`src/rtl/bin_morph_pkg.sv`:
```
// Shared constants and helpers for the binary 3x3 morphology stage.
// No logic; no latency.
// No flow control.
package bin_morph_pkg;

    localparam logic MODE_DILATE = 1'b0;
    localparam logic MODE_ERODE  = 1'b1;

    // Column counter must hold 0..hdisp inclusive (hdisp is the saturation value).
    function automatic int hcnt_width(input int hdisp);
        return $clog2(hdisp + 1);
    endfunction

endpackage

```
`src/rtl/vip_matrix_generate_3x3_1bit.sv`:
```
// Builds a padded 3x3 1-bit window from the pixel stream using two line buffers.
// Latency: 1 clock from accepted pixel to window / delayed vsync / href.
// No backpressure: streaming input, one pixel per clock while href is high.
module vip_matrix_generate_3x3_1bit
    import bin_morph_pkg::*;
#(
    parameter logic [10:0] IMG_HDISP = 11'd640
) (
    input  logic       clk,
    input  logic       rst_n,
    input  logic       i_vsync,
    input  logic       i_href,
    input  logic       i_bit,
    input  logic       i_pad,
    output logic       o_frame_start,
    output logic       o_vsync,
    output logic       o_href,
    output logic [8:0] o_win
);

    localparam int            HW   = hcnt_width(int'(IMG_HDISP));
    localparam int            AW   = (IMG_HDISP > 11'd1) ? $clog2(int'(IMG_HDISP)) : 1;
    localparam logic [HW-1:0] HMAX = HW'(IMG_HDISP);

    logic          r_vsync_d;
    logic          r_href_d;
    logic [HW-1:0] r_hcnt;
    logic [1:0]    r_vcnt;
    logic [8:0]    r_win;
    logic          r_lb1 [IMG_HDISP];
    logic          r_lb2 [IMG_HDISP];

    logic          w_frame_start;
    logic          w_href_fall;
    logic          w_in_range;
    logic [AW-1:0] w_idx;
    logic          w_lb1;
    logic          w_lb2;

    assign w_frame_start = i_vsync & ~r_vsync_d;
    assign w_href_fall   = r_href_d & ~i_href;
    assign w_in_range    = (r_hcnt < HMAX);
    assign w_idx         = r_hcnt[AW-1:0];

    // Rows that do not exist yet in this frame (or columns past the line end) read as pad,
    // which hides whatever an earlier frame left in the buffers.
    assign w_lb1 = (w_in_range && (r_vcnt >= 2'd1)) ? r_lb1[w_idx] : i_pad;
    assign w_lb2 = (w_in_range && (r_vcnt == 2'd2)) ? r_lb2[w_idx] : i_pad;

    // One-clock delayed copies of the sync signals, used for edge detection and as outputs.
    always_ff @(posedge clk or negedge rst_n) begin
        if (!rst_n) begin
            r_vsync_d <= 1'b0;
            r_href_d  <= 1'b0;
        end else begin
            r_vsync_d <= i_vsync;
            r_href_d  <= i_href;
        end
    end

    // Column position within the current line; parks at IMG_HDISP on overlong lines.
    always_ff @(posedge clk or negedge rst_n) begin
        if (!rst_n) begin
            r_hcnt <= '0;
        end else if (!i_href) begin
            r_hcnt <= '0;
        end else if (r_hcnt != HMAX) begin
            r_hcnt <= r_hcnt + HW'(1);
        end
    end

    // Number of completed lines in this frame, capped at 2 (enough to unmask both buffers).
    always_ff @(posedge clk or negedge rst_n) begin
        if (!rst_n) begin
            r_vcnt <= 2'd0;
        end else if (w_frame_start) begin
            r_vcnt <= 2'd0;
        end else if (w_href_fall && (r_vcnt != 2'd2)) begin
            r_vcnt <= r_vcnt + 2'd1;
        end
    end

    // Line buffers shift the current column down one row; storage is intentionally unreset.
    always_ff @(posedge clk) begin
        if (i_href && w_in_range) begin
            r_lb2[w_idx] <= r_lb1[w_idx];
            r_lb1[w_idx] <= i_bit;
        end
    end

    // Window shifts left by one column per pixel and refills with pad between lines.
    always_ff @(posedge clk or negedge rst_n) begin
        if (!rst_n) begin
            r_win <= 9'd0;
        end else if (i_href) begin
            r_win <= {r_win[5:0], w_lb2, w_lb1, i_bit};
        end else begin
            r_win <= {9{i_pad}};
        end
    end

    assign o_frame_start = w_frame_start;
    assign o_vsync       = r_vsync_d;
    assign o_href        = r_href_d;
    assign o_win         = r_win;

endmodule

```
`src/rtl/bin_morph_3x3.sv`:
```
// Binary 3x3 dilate/erode on a vsync/href/bit stream; mode fixed per frame.
// Latency: 2 clocks for vsync, href and bit; output pixel (r,c) is centred on input (r-1,c-1).
// No backpressure: consumes and produces one pixel per clock.
module bin_morph_3x3
    import bin_morph_pkg::*;
#(
    parameter logic [10:0] IMG_HDISP = 11'd640
) (
    input  logic clk,
    input  logic rst_n,
    input  logic per_frame_vsync,
    input  logic per_frame_href,
    input  logic per_img_Bit,
    input  logic morph_mode,
    output logic post_frame_vsync,
    output logic post_frame_href,
    output logic post_img_Bit
);

    logic       r_mode_q;
    logic       w_frame_start;
    logic       w_vsync_d;
    logic       w_href_d;
    logic [8:0] w_win;
    logic       w_result;

    vip_matrix_generate_3x3_1bit #(
        .IMG_HDISP (IMG_HDISP)
    ) u_matrix (
        .clk           (clk),
        .rst_n         (rst_n),
        .i_vsync       (per_frame_vsync),
        .i_href        (per_frame_href),
        .i_bit         (per_img_Bit),
        .i_pad         (r_mode_q),
        .o_frame_start (w_frame_start),
        .o_vsync       (w_vsync_d),
        .o_href        (w_href_d),
        .o_win         (w_win)
    );

    // Mode is captured only at frame start so a frame is never processed with mixed operators.
    always_ff @(posedge clk or negedge rst_n) begin
        if (!rst_n) begin
            r_mode_q <= MODE_DILATE;
        end else if (w_frame_start) begin
            r_mode_q <= morph_mode;
        end
    end

    assign w_result = (r_mode_q == MODE_ERODE) ? (&w_win) : (|w_win);

    // Second pipeline stage: reduce the window and gate the bit with the delayed href.
    always_ff @(posedge clk or negedge rst_n) begin
        if (!rst_n) begin
            post_frame_vsync <= 1'b0;
            post_frame_href  <= 1'b0;
            post_img_Bit     <= 1'b0;
        end else begin
            post_frame_vsync <= w_vsync_d;
            post_frame_href  <= w_href_d;
            post_img_Bit     <= w_href_d & w_result;
        end
    end

endmodule

```
`config.mk`:
```
export PLATFORM = sky130hd
export DESIGN_NAME = bin_morph_3x3
export DESIGN_NICKNAME = d
export VERILOG_FILES = /design/src/rtl/bin_morph_pkg.sv /design/src/rtl/vip_matrix_generate_3x3_1bit.sv /design/src/rtl/bin_morph_3x3.sv
export SDC_FILE = /design/constraint.sdc
export NUM_CORES = 1
export LEC_CHECK = 0
export BUFFER_PORTS_ARGS = -buffer_cell sky130_fd_sc_hd__buf_2
export CAP_MARGIN = 15
export CORE_UTILIZATION = 41
export DETAILED_ROUTE_END_ITERATION = 12
export HOLD_SLACK_MARGIN = 0.03
export SYNTH_ARGS = -nofsm -noshare
export SYNTH_HDL_FRONTEND = slang
export SYNTH_SLANG_ARGS = --single-unit
export TNS_END_PERCENT = 1
```
`constraint.sdc`:
```
create_clock -name clk -period 15.3 [get_ports clk]
set_input_delay 0 -clock clk [delete_from_list [all_inputs] [get_ports clk]]
set_output_delay 0 -clock clk [all_outputs]
set_load 0.02 [all_outputs]
```
==> results by group <==
Min path
  • Worst hold path depth: 3
  • Hold EP: u_matrix.o_href
  • HP Start: per_frame_href
  • Min-delay worst type: in -> reg

Synthesis
  • Async S/R FF share, synth: 2.07%
  • Syn Area/Cell: 15.8 sq um
  • Post-synth top area share: 71.9%
  • Top cells by area, synth: edfxtp_1 (72%), mux2i_1 (8.7%), nor2_1 (4.8%)
  • Post-synth EDFFs: 1280
  • Cell taking the most area after synthesis: edfxtp_1
  • Post-Syn Nets: 3398
  • Synth Flop Type: edfxtp_1
  • Syn Inst Count: 3386
  • Synthesis-stage register bit count: 1307
  • Post-synth cell types: 73
  • Register area share after synthesis: 73.2%
  • Yosys Warn Count: 0
  • Mapped Area: 0.0534 sq mm

Job
  • Max_cap viols: 0

Setup path
  • Worst R2R End: u_matrix.r_lb2[222]
  • Setup crit start kind: register
  • R2r setup slk: 8090 ps
  • CP max stage delay: 1050 ps
  • Crit path kind: reg -> reg
  • CP dominant cell by count: buf_4
  • Critical path endpoint category: register
  • CP max FO: 180
  • Worst-path cell chain: buf_12 -> buf_4 -> mux2i_1 -> o22ai_1 -> nor4_1 -> nand2_1 -> mux4_2 -> a2111oi_4 -> nand2_8 -> buf_4 -> buf_4
  • WP data required: 15650 ps
  • Worst path arrival time: 7560 ps
  • Critical R2R Launch: u_matrix.r_hcnt[1]
  • Reg2Reg Depth: 11
  • Crit-path slowest cell: dfrtp_4

Global route
  • Gr ovfl total: 0
  • GRT Total Usage: 24.3%
  • First-pass GRT wire length: 226 mm
  • Vias in the first global route: 30600
  • Largest net degree at the start of global routing: 223
  • Initial antenna violation count: 3

Clocking
  • CTS tree: yes
  • H-tree level count: 4
  • Root buffer cell: clkbuf_16
  • Num CTS Buffers: 137
  • CTS clk-pin slew, worst paths: 60 ps
  • Clk Latency, worst-skew pair: 770 ps
  • Postcts setup bufs: 0
  • Bufs on Longest Clock Path: 3
  • CTS Sinks: 1307

Pwr
  • Power share of the clock group: 41.9%
  • Combinational share of power: 6.3%
  • Internal: 6.04 mW
  • PwrDens: 129 mW/mm^2
  • P_leak: 18.3 nW
  • Peak supply drop: 0.0000666 V
  • Switch Pwr: 1.73 mW
  • Sw frac: 22.3%
  • Sequential power share: 51.9%

Placed design
  • Placed cell count: 4989
  • Post-DP HPWL: 92.8 mm
  • Final GP Congestion: 0.854
  • Port Buffers: 8
  • Setup WS pre-CTS: 8120 ps
  • Placed Area: 0.0555 sq mm

Floorplanning
  • Core Area: 0.129 sq mm
  • I/O pin total: 9
  • Starting Density: 41.3%
  • FP Rows: 132
  • Width of the die: 363 um
  • Die Ht: 363 um
  • Die area: 0.132 sq mm

Drt
  • DRC: 0
  • Vias: 31400
  • Final WL: 161 mm
  • DRT iter0 DRCs: 4335
  • Vias/cell: 6.00
  • Wirelength per Cell: 30.7 um
  • 1st-pass router iterations: 6
  • ANT nets after route: 0

Final layout
  • Design area: 0.0601 sq mm
  • Fillers: 11000
  • Nets: 3416
  • Layout cell share with drive strength beyond 1: 13.2%
  • Post-route insts no fill: 5245
  • Area grow syn2layout: 12.5%

STA
  • Fin worst setup slack: 8090 ps
  • Fmax achieved: 139 MHz
  • Final Skew: 36.3 ps
  • Final Critical Period: 7210 ps
  • Total Neg Setup Slack: 0 ps
  • Final setup vio count: 0
  • Least-Margin Pin Slew: 1410 ps
  • Hold_ws: 181 ps
  • Max_slew headroom: 6.07%
  • Final Max Slew Viols: 0
  • Period utilization: 47.1%
  • Final Hold Violating Endpoints: 0
  • RSZ-0062 raised after global routing: false

Status
  • Status: complete, no violations
-- how the worst max path moves through the flow --
| stage | from | to | depth (start not counted) |
|---|---|---|---|
| after global placement | u_matrix.r_hcnt[1] | u_matrix.r_lb2[56] | 11 |
| final | u_matrix.r_hcnt[1] | u_matrix.r_lb2[222] | 11 |
| after detailed placement | u_matrix.r_hcnt[1] | u_matrix.r_lb2[56] | 11 |
| after global routing | u_matrix.r_hcnt[0] | u_matrix.r_lb2[53] | 11 |
| after floorplan | u_matrix.r_hcnt[3] | u_matrix.r_lb2[0] | 9 |
| after CTS | u_matrix.r_hcnt[1] | u_matrix.r_lb2[42] | 11 |
-- Yosys cell counts (16+ instances only) --
| cell | instances |
|---|---|
| nor4_1 | 45 |
| a22oi_1 | 21 |
| mux4_2 | 90 |
| mux2i_1 | 466 |
| buf_2 | 67 |
| nor3_1 | 18 |
| nor2_1 | 681 |
| clkbuf_1 | 124 |
| nand2_1 | 73 |
| buf_4 | 34 |
| nand3_1 | 54 |
| o21ai_0 | 16 |
| o22ai_1 | 204 |
| dfrtp_1 | 27 |
| edfxtp_1 | 1280 |
-- layout by cell type (no fill, tap or decap), types with 8 or more instances in the layout --
cell           count
buf_4            100
clkbuf_1          30
and2_1             9
clkinv_2          23
nand3_2           29
o22ai_1          204
dlygate4sd3_1      8
edfxtp_1        1280
mux2i_1          466
nand2_1           72
mux4_2            90
nand4_1           10
xnor2_1            8
clkbuf_16        143
clkinv_1          22
nor4_1            45
nor2b_1            8
a21oi_1            8
a22oi_1           21
nor2_1           681
bufinv_16         10
o21ai_0           16
dfrtp_1           24
nor3_1            17
buf_16            10
nand3_1           25
a31oi_1            8
-- per-layer routing --
metal / wire length [um] / track usage (%) / vias to the layer above
li1: - / - / 13100
met1: 65800 / 33.9 / 16400
met2: 75000 / 37.8 / 1662
met3: 14800 / 5.08 / 302
met4: 5310 / 8.35 / 0
met5: 0 / 0 / -
-- registers in the layout (all words and copies together), names as in the netlist --
name / cells
post_frame_href: 1
post_frame_vsync: 1
post_img_Bit: 1
r_mode_q: 1
u_matrix.o_href: 1
u_matrix.o_vsync: 1
u_matrix.o_win: 9
u_matrix.r_hcnt: 10
u_matrix.r_lb1: 640
u_matrix.r_lb2: 640
u_matrix.r_vcnt: 2
-- repair_timing --
action	4_1_cts	5_1_grt
gates resized for setup	0	0
hold endpoints to repair	139	0
hold buffers	9	0
-- area by class of cell --
type                            count  area (sq um)  share of cell area [%]
Clock inverter                     64           609                    1.01
Multi-Input combinational cell   1819         13300                    22.1
Tap cell                         1742          2180                    3.62
Clock buffer                      173          3690                    6.14
Antenna cell                        1          2.50                 0.00416
Sequential cell                  1307         39100                    65.1
Timing Repair Buffer              130          1240                    2.06
Inverter                            9          33.8                  0.0562
-- power groups by stage --
stage                     logic, mW  registers [mW]  clock network [mW]
after global routing          0.513            4.03                3.41
after detailed placement      0.479            4.11                   0
after global placement        0.475            4.11                   0
final                         0.486            4.03                3.25
after CTS                     0.483            4.03                3.28
after floorplan               0.310            4.17                   0
-- kinds of logic (layout without fill, tap and decap cells) --
| logic type | after synthesis | count (layout) | share of synthesized area (%) |
|---|---|---|---|
| AO/OA/AOI/OAI | 303 | 303 | 3.81 |
| XOR/XNOR | 9 | 9 | 0.148 |
| adder cells (fa/ha/maj) | 6 | 6 | 0.140 |
| buffers and inverters | 260 | 376 | 2.45 |
| flip-flops | 1307 | 1307 | 73.2 |
| multiplexers | 562 | 562 | 12.6 |
| other | 0 | 1 | 0 |
| AND/OR/NAND/NOR | 939 | 939 | 7.61 |
-- worst max-delay path, delay by kind of cell, from the launching register on --
kind            cells  cell delay [ps]
buf+inv             4             2620
mux                 2              890
flops               1             1050
simple gates        3             1190
compound gates      2              730
-- per-stage QoR --
step	util, %	power [mW]
2_1_floorplan	-	4.48
3_3_place_gp	42.9	4.58
3_5_place_dp	42.9	4.59
4_1_cts	46.3	7.80
5_1_grt	46.5	7.96
6_report	46.5	7.77
(Power assumes the default switching activity.)
